**config.mk**
```make
export PLATFORM = sky130hd
export DESIGN_NAME = bcd_down_timer
export DESIGN_NICKNAME = d
export VERILOG_FILES = /design/src/rtl/bcd_down_timer.sv
export SDC_FILE = /design/constraint.sdc
export NUM_CORES = 1
export LEC_CHECK = 0
export ABC_AREA = 1
export CORE_UTILIZATION = 39
export CTS_CLUSTER_SIZE = 14
export DETAILED_ROUTE_END_ITERATION = 16
export PLACE_DENSITY = 0.72
export SLEW_MARGIN = 20
export SYNTH_ARGS = -nofsm -noshare
export SYNTH_HDL_FRONTEND = slang
export SYNTH_SLANG_ARGS = --single-unit
export TNS_END_PERCENT = 10
```
**constraint.sdc**
```tcl
create_clock -name clk -period 1.2 [get_ports clk]
set_input_delay 0.18 -clock clk [delete_from_list [all_inputs] [get_ports clk]]
set_output_delay 0.18 -clock clk [all_outputs]
set_load 0.02 [all_outputs]
```
**src/rtl/bcd_down_timer.sv**
```systemverilog
// Two-digit BCD down-counter with load, start/pause control and a one-cycle
// expiry pulse; optionally reloads the last loaded value and keeps running.
module bcd_down_timer #(
    parameter int AUTO_RELOAD = 0
) (
    input  logic       clk,
    input  logic       reset,
    input  logic       load,
    input  logic [3:0] load_tens,
    input  logic [3:0] load_ones,
    input  logic       start,
    input  logic       pause,
    input  logic       tick,
    output logic [3:0] tens,
    output logic [3:0] ones,
    output logic       running,
    output logic       paused,
    output logic       done,
    output logic       zero
);

    typedef enum logic [1:0] {
        IDLE  = 2'd0,
        RUN   = 2'd1,
        PAUSE = 2'd2
    } state_t;

    localparam bit AUTO_RELOAD_EN = (AUTO_RELOAD != 0);

    state_t     state_q, state_d;
    logic [3:0] tens_q, tens_d;
    logic [3:0] ones_q, ones_d;
    logic [3:0] rel_tens_q, rel_tens_d;
    logic [3:0] rel_ones_q, rel_ones_d;
    logic       done_q, done_d;

    logic       count_zero;
    logic       count_one;
    logic       start_only;
    logic       pause_only;
    logic [3:0] clamp_tens;
    logic [3:0] clamp_ones;

    assign count_zero = (tens_q == 4'd0) && (ones_q == 4'd0);
    assign count_one  = (tens_q == 4'd0) && (ones_q == 4'd1);
    assign start_only = start && !pause;
    assign pause_only = pause && !start;
    assign clamp_tens = (load_tens > 4'd9) ? 4'd9 : load_tens;
    assign clamp_ones = (load_ones > 4'd9) ? 4'd9 : load_ones;

    always_comb begin
        state_d    = state_q;
        tens_d     = tens_q;
        ones_d     = ones_q;
        rel_tens_d = rel_tens_q;
        rel_ones_d = rel_ones_q;
        done_d     = 1'b0;

        if (load) begin
            tens_d     = clamp_tens;
            ones_d     = clamp_ones;
            rel_tens_d = clamp_tens;
            rel_ones_d = clamp_ones;
            state_d    = IDLE;
        end else begin
            unique case (state_q)
                IDLE:    if (start_only && !count_zero) state_d = RUN;
                RUN:     if (pause_only) state_d = PAUSE;
                PAUSE:   if (start_only) state_d = RUN;
                default: state_d = IDLE;
            endcase

            // The cycle showing done is the reload slot: any tick in it is dropped.
            if (AUTO_RELOAD_EN && done_q) begin
                tens_d = rel_tens_q;
                ones_d = rel_ones_q;
                if ((rel_tens_q == 4'd0) && (rel_ones_q == 4'd0)) begin
                    state_d = IDLE;
                end
            end else if ((state_q == RUN) && tick && !count_zero) begin
                if (ones_q != 4'd0) begin
                    ones_d = ones_q - 4'd1;
                end else begin
                    ones_d = 4'd9;
                    tens_d = tens_q - 4'd1;
                end
                if (count_one) begin
                    done_d = 1'b1;
                    if (!AUTO_RELOAD_EN) begin
                        state_d = IDLE;
                    end
                end
            end
        end
    end

    always_ff @(posedge clk) begin
        if (reset) begin
            state_q    <= IDLE;
            tens_q     <= 4'd0;
            ones_q     <= 4'd0;
            rel_tens_q <= 4'd0;
            rel_ones_q <= 4'd0;
            done_q     <= 1'b0;
        end else begin
            state_q    <= state_d;
            tens_q     <= tens_d;
            ones_q     <= ones_d;
            rel_tens_q <= rel_tens_d;
            rel_ones_q <= rel_ones_d;
            done_q     <= done_d;
        end
    end

    assign tens    = tens_q;
    assign ones    = ones_q;
    assign running = (state_q == RUN);
    assign paused  = (state_q == PAUSE);
    assign done    = done_q;
    assign zero    = count_zero;

endmodule

```
# After elaboration in Yosys (flattened, before gate mapping)
# Index checks and enable logic that the tools add are counted.
# word_totals
ff_bits	11
# classes
n_bitwise	1
magnitude_cmp	2
n_eq_ne	4
n_reduce_logical	18
add_sub_neg	2
muxes	15
# ops
operator	count
4-bit two-way mux	8
2-bit two-way mux	5
4-bit > comparator, second input constant	2
4-bit zero test	2
4-bit by 1-bit subtractor with 4-bit output, second input constant	2
1-bit logical AND	7
2-bit case mux with 3 select lines	1
4-bit by 1-bit == test with 1-bit output, second input constant	1
4-bit nonzero test	1
1-bit zero test	3
3-bit OR reduction	1
2-bit by 1-bit == test with 1-bit output, second input constant	1
2-bit == test, second input constant	1
2-bit zero test	1
2-bit != test, second input constant	1
2-bit AND reduction	1
2-bit nonzero test	1
2-bit OR reduction	1
1-bit two-way mux	1
1-bit NOT	1

# Depth between registers and ports, before layout
# Gate-level depths: netlist of run 1.
# depth
ltp_word	8
mapped_depth	8
ltp_nobuf	8

# Worst setup path after synthesis of run 1
# OpenSTA, ideal clock, no wires.
# synth_path
path_kind	flip-flop to flip-flop
start	register tens_q[0] (netlist: tens[0])
end	register state_q[0]
synth_period_minus_slack_ns	1.544
stages_incl_launch_ff	8
required_ns	1.084
setup_slack_ns	-0.344
path_buffers	0
arrival_time_ns	1.428
path_cell_list	dfxtp_1 > inv_1 > ha_1 > nand3_2 > nor2_1 > a21oi_1 > o21ai_0 > nor2_1
# synth_via
elab_chain_cells	8
word_cells_on_any_way	10
classes_between	mux: 4; reduce/logical: 6
# synth_rtl
element	line	rtl
from (decl)	31	logic [3:0] tens_q, tens_d;
from (signal assigned)	107	tens_q <= tens_d;
4-bit zero test *	44	assign count_zero = (tens_q == 4'd0) && (ones_q == 4'd0);
1-bit logical AND *	44	
via zero	19	output logic zero
1-bit zero test *	67, 80	
1-bit logical AND	67	IDLE: if (start_only && !count_zero) state_d = RUN;
2-bit two-way mux	67	
2-bit case mux with 3 select lines	66	unique case (state_q)
2-bit two-way mux	87	if (count_one) begin
2-bit two-way mux *	80	end else if ((state_q == RUN) && tick && !count_zero) begin
to (signal assigned)	106	state_q <= state_d;
to (decl)	30	state_t state_q, state_d;
# The timed path passes the listed nets; every way through them passes the cells marked *.
# A chain may end at the register's enable or synchronous reset.

# Worst setup path in the final report of run 1
# layout_path
start	register tens_q[0] (netlist: tens[0])
end	register tens_q[2] (netlist: tens[2])
# layout_via
elab_chain_cells	6
word_cells_on_any_way	10
classes_between	add/sub: 1; mux: 3; reduce/logical: 6
# layout_rtl
element
parallel branches: the longest is 6 deep, another holds 4-bit by 1-bit subtractor with 4-bit output
# Parallel ways; which one is timed is not known. The select of a mux whose other input is x is not followed.

==> results of run 1 <==
timing repair:
item / CTS / global route
setup endpoints to repair: 23 / 19
buffers inserted: 3 / 0
resized for setup: 49 / 18
cloned: 1 / 0
pin swaps: 7 / 2
cell type report:
type / count / area (µm²)
Sequential cell: 11 / 234
Tap cell: 25 / 31.3
Inverter: 18 / 72.6
Multi-Input combinational cell: 85 / 551
Timing Repair Buffer: 49 / 408
Clock buffer: 4 / 26.3
Fill cell: 154 / 442
worst max path at each step:
stage | slack [ns] | startpoint | to | cells past startpoint
after floorplan | -0.04 | tens[0] | tens[2] | 7
after global placement | -0.28 | tens[1] | zero | 5
after detailed placement | -0.29 | load | tens[0] | 5
after CTS | -0.24 | tens[0] | tens[2] | 9
after global routing | -0.34 | tens[0] | tens[2] | 9
final | -0.30 | tens[0] | tens[2] | 9
Yosys cell counts:
master | instances | area (µm²)
a21boi_0 | 1 | 7.51
a21oi_1 | 11 | 55.1
a22oi_1 | 2 | 15.0
a31oi_1 | 1 | 6.26
buf_2 | 1 | 5.00
buf_6 | 1 | 11.3
dfxtp_1 | 11 | 220
ha_1 | 1 | 12.5
inv_1 | 18 | 67.6
nand2_1 | 20 | 75.1
nand2_4 | 2 | 22.5
nand3_1 | 9 | 45.0
nand3_2 | 2 | 20.0
nand4_1 | 1 | 6.26
nor2_1 | 18 | 67.6
nor2_4 | 1 | 11.3
nor2_8 | 1 | 20.0
nor3_1 | 5 | 25.0
o21ai_0 | 7 | 35.0
o21ai_4 | 1 | 16.3
xor2_1 | 1 | 8.76
sequential cells by signal (all words and copies together), names as in the netlist:
| signal | flops |
|---|---|
| tens | 4 |
| state_q | 2 |
| ones | 4 |
| done | 1 |
cell families (layout without fill, tap and decap cells):
group | count (synthesis) | in the layout | synth area share
fa+ha+maj | 1 | 1 | 0.0166
flops | 11 | 11 | 0.292
xor+xnor | 1 | 1 | 0.0116
compound gates | 23 | 23 | 0.179
simple gates | 59 | 60 | 0.389
buf+inv | 20 | 71 | 0.111
layout by cell type (no fill, tap or decap), drive strengths merged:
master	netlist	layout
clkdlybuf4s15	0	1
nand2	22	23
o21ai	8	8
a31oi	1	1
clkdlybuf4s50	0	13
inv	18	18
ha	1	1
dlygate4sd2	0	2
dfxtp	11	11
a21oi	11	11
buf	2	32
a22oi	2	2
clkbuf	0	5
nor3	5	5
xor2	1	1
nand4	1	1
nand3	11	11
nor2	20	20
a21boi	1	1
routing by layer:
layer,global-route usage,routed length [µm],up-vias
met5,0,0,-
met4,0.171,64,0
met3,0.0675,150,9
met2,0.425,1200,43
met1,0.287,996,423
li1,-,-,481
power groups by stage:
stage               sequential [µW]  clock, µW  combinational, µW
global route                    421        300                587
global placement                421          0                486
CTS                             416        261                521
detailed placement              423          0                494
floorplan                       458          0                227
finish                          419        279                545
tightest hold or removal path, delay by kind of cell, from the launching register on:
kind	cells	cell delay, ns
simple gates	1	0.04
flops	1	0.34
compound gates	2	0.16
through the flow:
| stage | worst slack [ns] | std cells |
|---|---|---|
| 4_1_cts | -0.241 | 192 |
| 6_report | -0.296 | 192 |
| 2_1_floorplan | -0.0414 | 115 |
| 5_1_grt | -0.342 | 192 |
| 3_5_place_dp | -0.290 | 184 |
| 3_3_place_gp | -0.280 | 184 |
==> flow_summary.ini, run 1 <==
[timing]
setup_viol = 13
rsz0062_at_grt = true
worst_pin_slew_ns = 0.487
skew_ns = 0.00814
hold_viol = 0
max_freq_ghz = 0.668
post-route-period-util = 1.25
finalCriticalPeriod_ns = 1.50
fin_ws_ns = -0.296
fin_hold_ws_ns = 0.578
setup_tns_ns = -2.51
slew_viol_final = 0
relSlewSlack = 0.675

[routing]
postRouteAntennaNets = 0
wl_per_cell_um = 12.6
drc = 0
viasPerCell = 4.98
routed_wl_um = 2420
drt-initial-drc-count = 82
vias = 956
drt_first_pass_iters = 4

[grt]
grt_pass1_wl_um = 3800
grt_max_degree = 13
grt_pass1_vias = 906
grt_overflow = 0
grt_use_total = 0.258
antenna_found_initial = 0

[final_layout]
utilization = 0.750
layout.nets = 183
design_area_um2 = 1320
drive_gt1_frac = 0.413
antennaDiodeCount = 0
area.growth.synth_to_final_pct = 75.6

[power]
p_leak_uw = 0.000625
sw_frac_of_total = 0.370
power_switching_uw = 460
irDropWorstVdd_v = 0.000612
finalPower_uw = 1240
power_density_nw_per_um2 = 940
clkPwrFrac = 0.225
power_frac_seq = 0.337
p_int_uw = 783
power_frac_comb = 0.439

[floorplan]
rows = 15
boundaryPins = 26
die_w_um = 45.9
start_util = 0.427
fp.coreArea_um2 = 1760
die_area_um2 = 2110
die_y_um = 45.9

[critical_path]
cp_max_fo = 5
crit_type = reg2reg
cp_num_buf_inv = 3
required_ns = 1.39
reg2reg_to = tens[2]
max_stage_delay_ns = 0.36
cpLargestDelayFamily = flip-flops
worstSetupStartpointType = flip-flop
cp_slowest_cell = dfxtp_4
rrSetupSlack_ns = -0.30
path_common_cell = buf_6
path_cells = inv_4, ha_4, nand3_4, buf_6, o21ai_4, buf_6, nand2_8, a21oi_2, nor2_1
reg2reg_from = tens[0]
crit_path_end_kind = flip-flop
worstPathArrival_ns = 1.69
reg2regPathDepth = 9

[status]
status = finished with violations
violations = negative setup slack

[cts]
cts_hold_buf = 0
cts_tree = built
cts_buffers = 3
cts-root-buf = clkbuf_4
path_clk_slew_ns = 0.08
clk_latency_ns = 0.29
clkSinkCount = 11
cts_buffer_depth = 2
h-tree-depth = 1

[synth]
avgSynthCellArea_um2 = 6.55
ys_ff_latch = 11
ys_warn_count = 0
yosysUniqueCellTypes = 21
yosysSeqAreaShare = 0.292
syn_inst = 115
synthesis.area_um2 = 753
synthesis.nets = 130

[min_path]
min_path_cells = 3
min_from = state_q[1]
hp-class = reg2reg
min_to = state_q[0]

[job]
maxCapViolCount = 0

[placement]
postPlaceCellArea_um2 = 1220
hpwl_um = 1620
port_buffers = 25
gp_congestion = 0.787
No activity file was read; power rests on OpenSTA's default activity.
==> run 2: changes to the inputs <==
--- a/config.mk
+++ b/config.mk
@@ -6,10 +6,10 @@
 export NUM_CORES = 1
 export LEC_CHECK = 0
 export ABC_AREA = 1
-export CORE_UTILIZATION = 39
+export CORE_UTILIZATION = 40
 export CTS_CLUSTER_SIZE = 14
 export DETAILED_ROUTE_END_ITERATION = 16
-export PLACE_DENSITY = 0.72
+export PLACE_DENSITY = 0.71
 export SLEW_MARGIN = 20
 export SYNTH_ARGS = -nofsm -noshare
 export SYNTH_HDL_FRONTEND = slang
==> constraint.sdc (replaced) <==
create_clock -name clk -period 1.53 [get_ports clk]
set_input_delay 0.2295 -clock clk [delete_from_list [all_inputs] [get_ports clk]]
set_output_delay 0.2295 -clock clk [all_outputs]
set_load 0.02 [all_outputs]
==> run 2 against run 1 <==
The flow now finishes without violations. Die area down 2.4%. Highest routed layer unchanged. Sequential power shrank 23%. Clock skew down 0.0044 ns. Largest cell class unchanged.
==> flow_summary.ini, run 2 (synthesis results as in run 1) <==
[cts]
h-tree-depth = 1
clk_latency_ns = 0.27
cts_hold_buf = 0
clkSinkCount = 11
path_clk_slew_ns = 0.07
cts_buffers = 3
cts_buffer_depth = 2
cts-root-buf = clkbuf_4
cts_tree = built

[routing]
postRouteAntennaNets = 0
wl_per_cell_um = 10.1
viasPerCell = 4.88
vias = 898
drc = 0
drt_first_pass_iters = 4
routed_wl_um = 1850
drt-initial-drc-count = 20

[timing]
skew_ns = 0.00378
hold_viol = 0
fin_hold_ws_ns = 0.572
worst_pin_slew_ns = 0.359
max_freq_ghz = 0.685
setup_tns_ns = 0
post-route-period-util = 0.954
relSlewSlack = 0.760
setup_viol = 0
rsz0062_at_grt = true
slew_viol_final = 0
finalCriticalPeriod_ns = 1.46

[min_path]
min_from = state_q[1]
hp-class = reg2reg

[critical_path]
worstPathArrival_ns = 1.63
crit_type = reg2reg
endpoint = tens[0]
reg2reg_from = tens[0]
crit_path_end_kind = flip-flop
rrSetupSlack_ns = 0.07
required_ns = 1.70
worstSetupStartpointType = flip-flop
cp_max_fo = 9
reg2reg_to = tens[0]
reg2regPathDepth = 8
startpoint = tens[0]

[final_layout]
layout_common_cells = nand2_1, inv_1, buf_4
drive_gt1_frac = 0.201
final_common_cell = nand2_1
area.growth.synth_to_final_pct = 55.3
layout.nets = 175
antennaDiodeCount = 0
filler_cell_count = 172

[floorplan]
rows = 15
start_util = 0.432
boundaryPins = 26
fp.coreArea_um2 = 1750
die_y_um = 45.4
die_w_um = 45.4
die_area_um2 = 2060

[power]
irDropWorstVdd_v = 0.000483
p_leak_uw = 0.000590
power_density_nw_per_um2 = 740

[grt]
grt_use_total = 0.200
antenna_found_initial = 0
grt_pass1_vias = 750
grt_max_degree = 13
grt_pass1_wl_um = 2940
grt_overflow = 0

[placement]
hpwl_um = 1490
gp_congestion = 0.798
port_buffers = 25

[status]
status = finished, final reports clean

[job]
maxCapViolCount = 0
-- run 2: how the worst min path moves through the flow --
stage / to / cells past startpoint
CTS: state_q[0] / 3
finish: state_q[0] / 3
global placement: state_q[0] / 3
global route: done / 3
detailed placement: state_q[0] / 3
floorplan: ones[0] / 1
-- run 2: routing by layer --
| layer | GRT usage | wire (µm) | up-vias |
|---|---|---|---|
| met5 | 0 | 0 | - |
| met4 | 0.127 | 46 | 0 |
| met3 | 0.0357 | 89 | 5 |
| met2 | 0.337 | 890 | 28 |
| met1 | 0.230 | 824 | 404 |
| li1 | - | - | 461 |
-- run 2: repair_timing --
action,CTS,global route
setup buffers,0,2
setup endpoints to repair,9,10
gates resized for setup,14,3
pin swaps,0,2
cloned,0,0
-- run 2: worst max-delay path, stage by stage (launching register included) --
cell     delay, ns
dfxtp_1       0.31
inv_1         0.07
ha_2          0.19
nand3_2       0.09
buf_4         0.16
o21ai_4       0.20
nand2_4       0.12
a21oi_1       0.14
nor2_1        0.06
-- run 2: cell type report --
type | count | area [µm²] | area share
inverter | 18 | 67.6 | 0.0578
timing repair buffer | 42 | 368 | 0.314
tap | 25 | 31.3 | 0.0267
clock buffer | 4 | 26.3 | 0.0225
sequential | 11 | 223 | 0.190
multi-input combinational | 84 | 454 | 0.388
-- run 2: per-stage QoR --
step	std cells	area, µm²	worst slack, ns	util	power [µW]
2_1_floorplan	115	756	0.0866	-	514
3_5_place_dp	178	1130	-0.0882	0.649	677
3_3_place_gp	178	1130	-0.0623	0.649	672
6_report	184	1170	0.0699	0.670	866
4_1_cts	182	1150	0.00171	0.657	868
5_1_grt	184	1170	-0.0429	0.670	920
-- run 2: power breakdown --
part | switching, µW | internal [µW] | total (µW) | leakage, µW
Sequential | 14.9 | 306 | 321 | 0.0000911
Combinational | 174 | 166 | 340 | 0.000484
Clock | 104 | 101 | 205 | 0.0000150
Total | 293 | 573 | 866 | 0.000590
